--- config.mk ---
export PLATFORM = sky130hd
export DESIGN_NAME = aes_key_schedule_ctrl
export DESIGN_NICKNAME = d
export VERILOG_FILES = /design/src/rtl/aes_ksc_pkg.sv /design/src/rtl/aes_ksc_key_cache.sv /design/src/rtl/aes_key_schedule_ctrl.sv
export SDC_FILE = /design/constraint.sdc
export NUM_CORES = 1
export LEC_CHECK = 0
export CORE_AREA = 2 2 203 205
export DETAILED_ROUTE_END_ITERATION = 10
export DIE_AREA = 0 0 205 207
export HOLD_SLACK_MARGIN = 0.05
export PLACE_DENSITY = 0.56
export SLEW_MARGIN = 20
export SYNTH_ARGS = -nofsm -noshare
export SYNTH_HDL_FRONTEND = slang
export SYNTH_SLANG_ARGS = --single-unit
--- constraint.sdc ---
create_clock -name clk -period 1.8 [get_ports clk]
set_clock_uncertainty 0.15 [all_clocks]
set_input_delay 0.27 -clock clk [delete_from_list [all_inputs] [get_ports clk]]
set_output_delay 0.27 -clock clk [all_outputs]
set_load 0.01 [all_outputs]
--- src/rtl/aes_ksc_pkg.sv ---
// Shared types and constants for the AES-128 key schedule controller.
// The optional round-key cache is enabled by defining KSC_KEY_CACHE_EN.
package aes_ksc_pkg;

  localparam int AES128_ROUNDS = 10;

  typedef logic [127:0] round_key_t;
  typedef logic [3:0]   round_idx_t;

  typedef enum logic [1:0] {
    IDLE,
    EMIT,
    EXPAND,
    FIN
  } ksc_state_t;

endpackage

--- src/rtl/aes_ksc_key_cache.sv ---
// Round-key cache: one entry per round key, a valid bit, and a compare of
// the incoming cipher key against cached round key 0.
// Present only when KSC_KEY_CACHE_EN is defined.
`ifdef KSC_KEY_CACHE_EN
module aes_ksc_key_cache
  import aes_ksc_pkg::*;
#(
  parameter int DEPTH = AES128_ROUNDS + 1
) (
  input  logic       clk,
  input  logic       reset,
  input  logic       wr_en,
  input  round_idx_t wr_idx,
  input  round_key_t wr_data,
  input  logic       set_valid,
  input  round_idx_t rd_idx,
  output round_key_t rd_data,
  input  round_key_t cmp_key,
  output logic       hit
);

  round_key_t mem [DEPTH];
  logic       valid;

  // Store every round key as it is handed to the consumer.
  // NOTE: the storage array is deliberately not reset; only the valid bit
  // needs clearing, and leaving the array unreset lets it map onto plain RAM.
  always_ff @(posedge clk) begin
    if (wr_en) mem[wr_idx] <= wr_data;
  end

  // Valid once a complete schedule has been written; cleared only by reset.
  always_ff @(posedge clk) begin
    if (reset)          valid <= 1'b0;
    else if (set_valid) valid <= 1'b1;
  end

  assign rd_data = mem[rd_idx];
  assign hit     = valid && (cmp_key == mem[0]);

endmodule
`endif

--- src/rtl/aes_key_schedule_ctrl.sv ---
// AES-128 key schedule controller: walks an external single-round key
// expansion datapath through rounds 1..NUM_ROUNDS and streams round keys
// 0..NUM_ROUNDS to the cipher core over valid/ready.
// Define KSC_KEY_CACHE_EN to add a round-key cache that replays a repeated key
// without running the datapath.
module aes_key_schedule_ctrl
  import aes_ksc_pkg::*;
#(
  parameter int NUM_ROUNDS  = AES128_ROUNDS,
  parameter int EXP_LATENCY = 1
) (
  input  logic       clk,
  input  logic       reset,
  input  logic       start,
  input  round_key_t key,
  output logic       busy,
  output logic       rk_valid,
  input  logic       rk_ready,
  output round_idx_t rk_round,
  output round_key_t rk_data,
  output logic       done,
  output round_key_t exp_key,
  output round_idx_t exp_round,
  input  round_key_t exp_rkey
);

  localparam int                LAT_W    = (EXP_LATENCY > 1) ? $clog2(EXP_LATENCY) : 1;
  localparam logic [LAT_W-1:0]  LAT_LAST = LAT_W'(EXP_LATENCY - 1);
  localparam round_idx_t        LAST_RND = round_idx_t'(NUM_ROUNDS);

  ksc_state_t       state;
  logic [LAT_W-1:0] lat_cnt;
  logic             accept;
  logic             hit_run;
  round_key_t       cache_rd;
  round_idx_t       next_round;

  assign accept     = (state == EMIT) && rk_valid && rk_ready;
  assign next_round = rk_round + 4'd1;

`ifdef KSC_KEY_CACHE_EN
  logic cache_hit;

  aes_ksc_key_cache #(
    .DEPTH (NUM_ROUNDS + 1)
  ) u_cache (
    .clk       (clk),
    .reset     (reset),
    .wr_en     (accept),
    .wr_idx    (rk_round),
    .wr_data   (rk_data),
    .set_valid (state == FIN),
    .rd_idx    (next_round),
    .rd_data   (cache_rd),
    .cmp_key   (key),
    .hit       (cache_hit)
  );

  // Latch the hit decision at start; it governs the whole schedule.
  always_ff @(posedge clk) begin
    if (reset)                      hit_run <= 1'b0;
    else if (state == IDLE && start) hit_run <= cache_hit;
  end
`else
  assign hit_run  = 1'b0;
  assign cache_rd = '0;
`endif

  // Main sequencer: all outputs are registered here.
  // NOTE: non-blocking assignments throughout, so every branch reads the
  // pre-edge value of rk_round/rk_data regardless of statement order.
  always_ff @(posedge clk) begin
    if (reset) begin
      state     <= IDLE;
      lat_cnt   <= '0;
      busy      <= 1'b0;
      rk_valid  <= 1'b0;
      rk_round  <= '0;
      rk_data   <= '0;
      done      <= 1'b0;
      exp_key   <= '0;
      exp_round <= '0;
    end else begin
      case (state)
        IDLE: begin
          if (start) begin
            state    <= EMIT;
            busy     <= 1'b1;
            rk_valid <= 1'b1;
            rk_round <= '0;
            rk_data  <= key;
          end
        end
        EMIT: begin
          if (accept) begin
            if (rk_round == LAST_RND) begin
              state    <= FIN;
              rk_valid <= 1'b0;
              done     <= 1'b1;
            end else if (hit_run) begin
              rk_round <= next_round;
              rk_data  <= cache_rd;
            end else begin
              state     <= EXPAND;
              rk_valid  <= 1'b0;
              lat_cnt   <= '0;
              exp_key   <= rk_data;
              exp_round <= next_round;
            end
          end
        end
        EXPAND: begin
          if (lat_cnt == LAT_LAST) begin
            state    <= EMIT;
            rk_valid <= 1'b1;
            rk_round <= exp_round;
            rk_data  <= exp_rkey;
          end else begin
            lat_cnt <= lat_cnt + 1'b1;
          end
        end
        FIN: begin
          state <= IDLE;
          busy  <= 1'b0;
          done  <= 1'b0;
        end
        default: state <= IDLE;
      endcase
    end
  end

endmodule
======== Word level (Yosys, flattened, before mapping) ========
Index checks and enable logic that the tools add are counted.
word-level totals
  output and inout bits ................... 267
  bits of input ports ..................... 260
  register bits after elaboration ......... 270
operators by class
  reduce and logical (&&, ||, !) cells .... 15
  add/subtract/negate cells ............... 2
  bitwise operators ....................... 1
  mux-type cells .......................... 23
  equal/unequal tests ..................... 9
operator list
  cell                                                                    count
  128-bit 2-to-1 mux                                                      2
  128-bit case mux with 2 select lines                                    1
  3-bit AND reduction                                                     5
  1-bit 2-to-1 mux                                                        9
  4-bit 2-to-1 mux                                                        2
  2-bit != test (second input constant)                                   4
  2-bit case mux with 4 select lines                                      1
  4-bit case mux with 2 select lines                                      1
  2-bit nonzero test                                                      4
  2-bit 2-to-1 mux                                                        3
  1-bit case mux with 2 select lines                                      3
  4-bit by 1-bit adder with 4-bit output (second input constant)          1
  2-bit equality test (second input constant)                             2
  4-bit equality test (second input constant)                             1
  4-bit AND reduction                                                     1
  1-bit case mux with 3 select lines                                      1
  3-bit nonzero test                                                      1
  2-bit by 1-bit equality test with 1-bit output (second input constant)  1
  1-bit logical AND                                                       2
  2-bit logical NOT                                                       1
  2-bit by 1-bit != test with 1-bit output (second input constant)        1
  2-bit AND reduction                                                     1
  1-bit adder (second input constant)                                     1
  1-bit inverter                                                          1

======== Logic depth before layout (Yosys ltp) ========
Gate-level depths: netlist of the first run.
  depth in word-level cells ............... 5
  gate-level depth with buffers ........... 7

======== Worst setup path before layout of the first run ========
OpenSTA, ideal clock, no wires.
  kind .................................... reg-to-reg
  start ................................... register rk_round[0]
  end ..................................... register exp_key[57]
  path buffers ............................ 2
  path slack .............................. 31 ps
  data required time ...................... 1,580 ps
  stages on the path, launching flop included .. 8
  arrival ................................. 1,548 ps
  cell sequence ........................... dfxtp_1 > inv_1 > ha_1 > nand3b_1 > buf_2 > buf_1 > nand3_1 > a21oi_1
on the way
  cells in the longest elaborated chain, start to end .. 3
RTL lines
  what                           RTL line                      text
  start: declaration             aes_key_schedule_ctrl.sv:19   output round_idx_t rk_round,
  start signal: assignment       aes_key_schedule_ctrl.sv:101  rk_round <= next_round;
  start signal: assignment       aes_key_schedule_ctrl.sv:116  rk_round <= exp_round;
  4-bit equality test            aes_key_schedule_ctrl.sv:96   if (rk_round == LAST_RND) begin
  1-bit inverter (no line)       --
  3-bit AND reduction (no line)  --
  end signal: assignment         aes_key_schedule_ctrl.sv:107  exp_key <= rk_data;
  end: declaration               aes_key_schedule_ctrl.sv:22   output round_key_t exp_key,
Every way passes these cells.
A chain may end at the register's enable or synchronous reset.

======== Worst setup path in the final report of the first run ========
  start ................................... register rk_valid
  end ..................................... output rk_valid
RTL lines
  what                      RTL line                     text
  start: declaration        aes_key_schedule_ctrl.sv:17  output logic rk_valid,
  start signal: assignment  aes_key_schedule_ctrl.sv:77  rk_valid <= 1'b0;
  start signal: assignment  aes_key_schedule_ctrl.sv:89  rk_valid <= 1'b1;
  start signal: assignment  aes_key_schedule_ctrl.sv:98  rk_valid <= 1'b0;
No word-level cell between the ends.

==> flow_summary_export.csv, run 1 <==
group,metric,value,unit
run_status,status,"complete, no violations",
global_route,grt_pass1_vias,10800,
critical_path,critPathMaxStageDelay,420,ps
route,drt-total-wl,44100,um
route,drc,0,
synth,yosys-mux-area-fraction,11.7,%
critical_path,cp_max_fo,6,
global_route,grt_max_degree,57,
critical_path,crit_required,1380,ps
global_route,antenna_found_initial,1,
synth,synth-xor-area-share,0.160,%
global_route,grt_pass1_wl,65200,um
synth,synth_top_family_by_area,"compound AO/OA/AOI/OAI gates",
timing,hold_viol_final,0,
layout,multi_input_area,4970,um^2
placed_design,io_buffers,526,
route,firstDrtPassIters,5,
global_route,grt.overflow.total,0,
critical_path,crit_chain,"dlygate4sd2_1",
cts,cts_hold_buf,0,
synth,netlist_area,11000,um^2
floorplanning,row_count,74,
cts,clk_pin_slew,60,ps
power,ir_worst_vdd,0.430,mV
timing,setup_ws,51.7,ps
layout,fillers,4063,
layout,regArea,5390,um^2
synth,synth.distinct_cells,29,
cts,clk_latency,560,ps
route,postRouteAntennaNets,0,
timing,slew_headroom,69.6,%
floorplanning,core_area,40400,um^2
synth,synth_adder_area_share,0.228,%
route,avgRoutedWirePerCell,19.3,um
cts,clock_tree.buffer_depth,3,
synth,ys_ff_latch,269,
placed_design,place_ws,-221,ps
timing,holdWs,68.4,ps
critical_path,crit_path_start_kind,"register",
route,drt_iter0_drc,544,
critical_path,cp-end-kind,"primary output",
cts,clockRootBuffer,"clkbuf_16",
timing,min_period_over_period,97.1,%
synth,yosys.area_share.simple,11.0,%
route,vias,11200,
synth,syn_nets,1472,
synth,synth_compound_area_share,21.8,%
synth,syn_inst,1210,
synth,ys_seq_area_share,49.1,%
floorplanning,fp.dieArea,42400,um^2
timing,drv_slew,0,
timing,fmax,572,MHz
layout,area_delta_synth_final,66.0,%
critical_path,cpMaxStageDelayCell,"dfxtp_1",
timing,rsz0062_at_grt,"yes",
floorplanning,initial_core_util,27.1,%
layout,nNetsFinal,1997,
synth,postSynthAreaPerCell,9.06,um^2
hold_path,hold_class,"input pin to register",
cts,cts_buffers,30,
power,leakage,7.34,nW
cts,clock-sinks,269,
global_route,grtUsageTotal,19.5,%
timing,worst_pin_slew,456,ps
critical_path,arrival,1330,ps
route,vias_per_cell,4.87,
critical_path,cpLargestDelayFamily,"flip-flops",
critical_path,critical_path_class,"register to primary output",
floorplanning,num_io_pins,527,
power,power_density,825,nW/um^2
cts,htreeDepth,1,
floorplanning,die_w,205,um
critical_path,cp_num_buf_inv,1,
timing,fin_crit,1750,ps
synth,ys_warn_count,0,
layout,drive_above_1_share,9.00,%
placed_design,gp_congestion,0.844,
placed_design,dp_hpwl,32200,um
cts,cts_tree,"yes",
timing,setup_viol,0,
floorplanning,die_y,207,um
job,cap_violations,0,
[cells in the mapped netlist]
| cell type | count | area [um^2] |
|---|---|---|
| buf_6 | 2 | 22.5 |
| a22oi_1 | 4 | 30.0 |
| buf_1 | 12 | 45.0 |
| and4b_1 | 1 | 10.0 |
| xnor2_1 | 1 | 8.76 |
| buf_4 | 6 | 45.0 |
| inv_1 | 2 | 7.51 |
| mux2i_1 | 128 | 1280 |
| xor2_1 | 1 | 8.76 |
| dfxtp_1 | 269 | 5390 |
| a311o_1 | 1 | 10.0 |
| o21bai_1 | 2 | 15.0 |
| nand3_1 | 129 | 646 |
| nand2_1 | 1 | 3.75 |
| clkbuf_1 | 79 | 297 |
| buf_2 | 24 | 120 |
| and3b_1 | 1 | 8.76 |
| nand4b_1 | 1 | 8.76 |
| a41oi_1 | 1 | 8.76 |
| nor3_1 | 1 | 5.00 |
| nor2_1 | 135 | 507 |
| nor2b_1 | 2 | 12.5 |
| a21oi_1 | 134 | 671 |
| o21ai_0 | 128 | 641 |
| ha_1 | 2 | 25.0 |
| buf_8 | 8 | 120 |
| o21ba_1 | 1 | 10.0 |
| a211oi_1 | 133 | 998 |
| nand3b_1 | 1 | 7.51 |
[final timing paths]
check | from | end | slack [ps] | depth (start not counted)
worst max-delay path | rk_valid$_SDFFE_PP0P_ | rk_valid | 50 | 1
worst min-delay path | reset | exp_key[96]$_SDFFE_PP0P_ | 70 | 2
worst max register to register | state[0]$_SDFFE_PP0P_ | rk_data[46]$_SDFFE_PP0P_ | 80 | 6
worst min register to register | exp_key[106]$_SDFFE_PP0P_ | exp_key[106]$_SDFFE_PP0P_ | 320 | 2
[timing repair]
action                                  CTS  global route
endpoints found under the setup margin  268           126
resized for setup                       269            19
buffers inserted                          0             9
pin swaps                                 0             2
cloned                                    1             4
[layer usage]
layer | wire (um) | vias up | global-route usage [%]
li1 | - | 5446 | -
met1 | 17900 | 5268 | 24.3
met2 | 22100 | 379 | 33.9
met3 | 2980 | 58 | 4.04
met4 | 1060 | 0 | 4.96
met5 | 0 | - | 0
[metrics by stage]
stage / setup TNS, ps / cell area [um^2] / power (W) / std cells / utilization, %
after global placement: -21430 / 17300 / 0.00908 / 2221 / 42.8
after global routing: -73.4 / 18200 / 0.0156 / 2289 / 45.1
final: 0 / 18200 / 0.0150 / 2289 / 45.1
after floorplan: 0 / 11000 / 0.00746 / 1210 / -
after detailed placement: -28770 / 17300 / 0.00910 / 2221 / 42.8
after CTS: 0 / 18000 / 0.0152 / 2275 / 44.5
[registers in the layout, indices dropped and copies added, names as in the netlist]
name and flops:
busy 1, rk_valid 1, rk_round 4, exp_round 4, exp_key 128, state 2
done 1, rk_data 128
[area by class of cell]
class                           instances  share of cell area [%]
Antenna cell                            1                  0.0138
Clock buffer                           40                    4.56
Clock inverter                         13                   0.908
Inverter                                2                  0.0413
Multi-Input combinational cell        808                    27.3
Sequential cell                       269                    29.6
Tap cell                              532                    3.66
Timing Repair Buffer                  624                    33.9
[cell families (layout without fill, tap and decap cells)]
family          count (synthesis)  count (layout)
mux                           128             128
xor+xnor                        2               2
compound gates                404             404
flops                         269             269
fa+ha+maj                       2               2
buf+inv                       133             679
other cells                     0               1
simple gates                  272             272
[layout by cell type (no fill, tap or decap), types with 6 or more instances in the layout]
master / netlist / final
dfxtp_1: 269 / 266
dlygate4sd2_1: 0 / 263
clkdlybuf4s50_1: 0 / 258
nor2_1: 135 / 135
a21oi_1: 134 / 134
nand3_1: 129 / 129
mux2i_1: 128 / 128
o21ai_0: 128 / 128
a211oi_1: 133 / 127
buf_4: 6 / 59
clkbuf_16: 0 / 35
buf_12: 0 / 28
clkinv_2: 0 / 9
clkbuf_1: 79 / 7
a211oi_2: 0 / 6
[report_power, final]
part	internal, W	switching [W]	total [W]
sequential	0.00626	0.000256	0.00652
combinational	0.00124	0.00104	0.00227
clock	0.00378	0.00244	0.00622
total	0.0113	0.00373	0.0150
No activity file was read; power rests on OpenSTA's default activity.
==> inputs of run 2 (changes only) <==
--- a/config.mk
+++ b/config.mk
@@ -5,6 +5,7 @@
 export SDC_FILE = /design/constraint.sdc
 export NUM_CORES = 1
 export LEC_CHECK = 0
+export ABC_CLOCK_PERIOD_IN_PS = 1800
 export CORE_AREA = 2 2 203 205
 export DETAILED_ROUTE_END_ITERATION = 10
 export DIE_AREA = 0 0 205 207
==> results of run 2 <==
The final DEF is identical to that of run 1; final timing and power are the same.
==> inputs of run 3 (changes only) <==
--- a/config.mk
+++ b/config.mk
@@ -7,6 +7,7 @@
 export LEC_CHECK = 0
 export ABC_CLOCK_PERIOD_IN_PS = 1800
 export CORE_AREA = 2 2 203 205
+export CTS_CLUSTER_DIAMETER = 150
 export DETAILED_ROUTE_END_ITERATION = 10
 export DIE_AREA = 0 0 205 207
 export HOLD_SLACK_MARGIN = 0.05
==> results of run 3 <==
The final DEF is identical to that of run 1; final timing and power are the same.
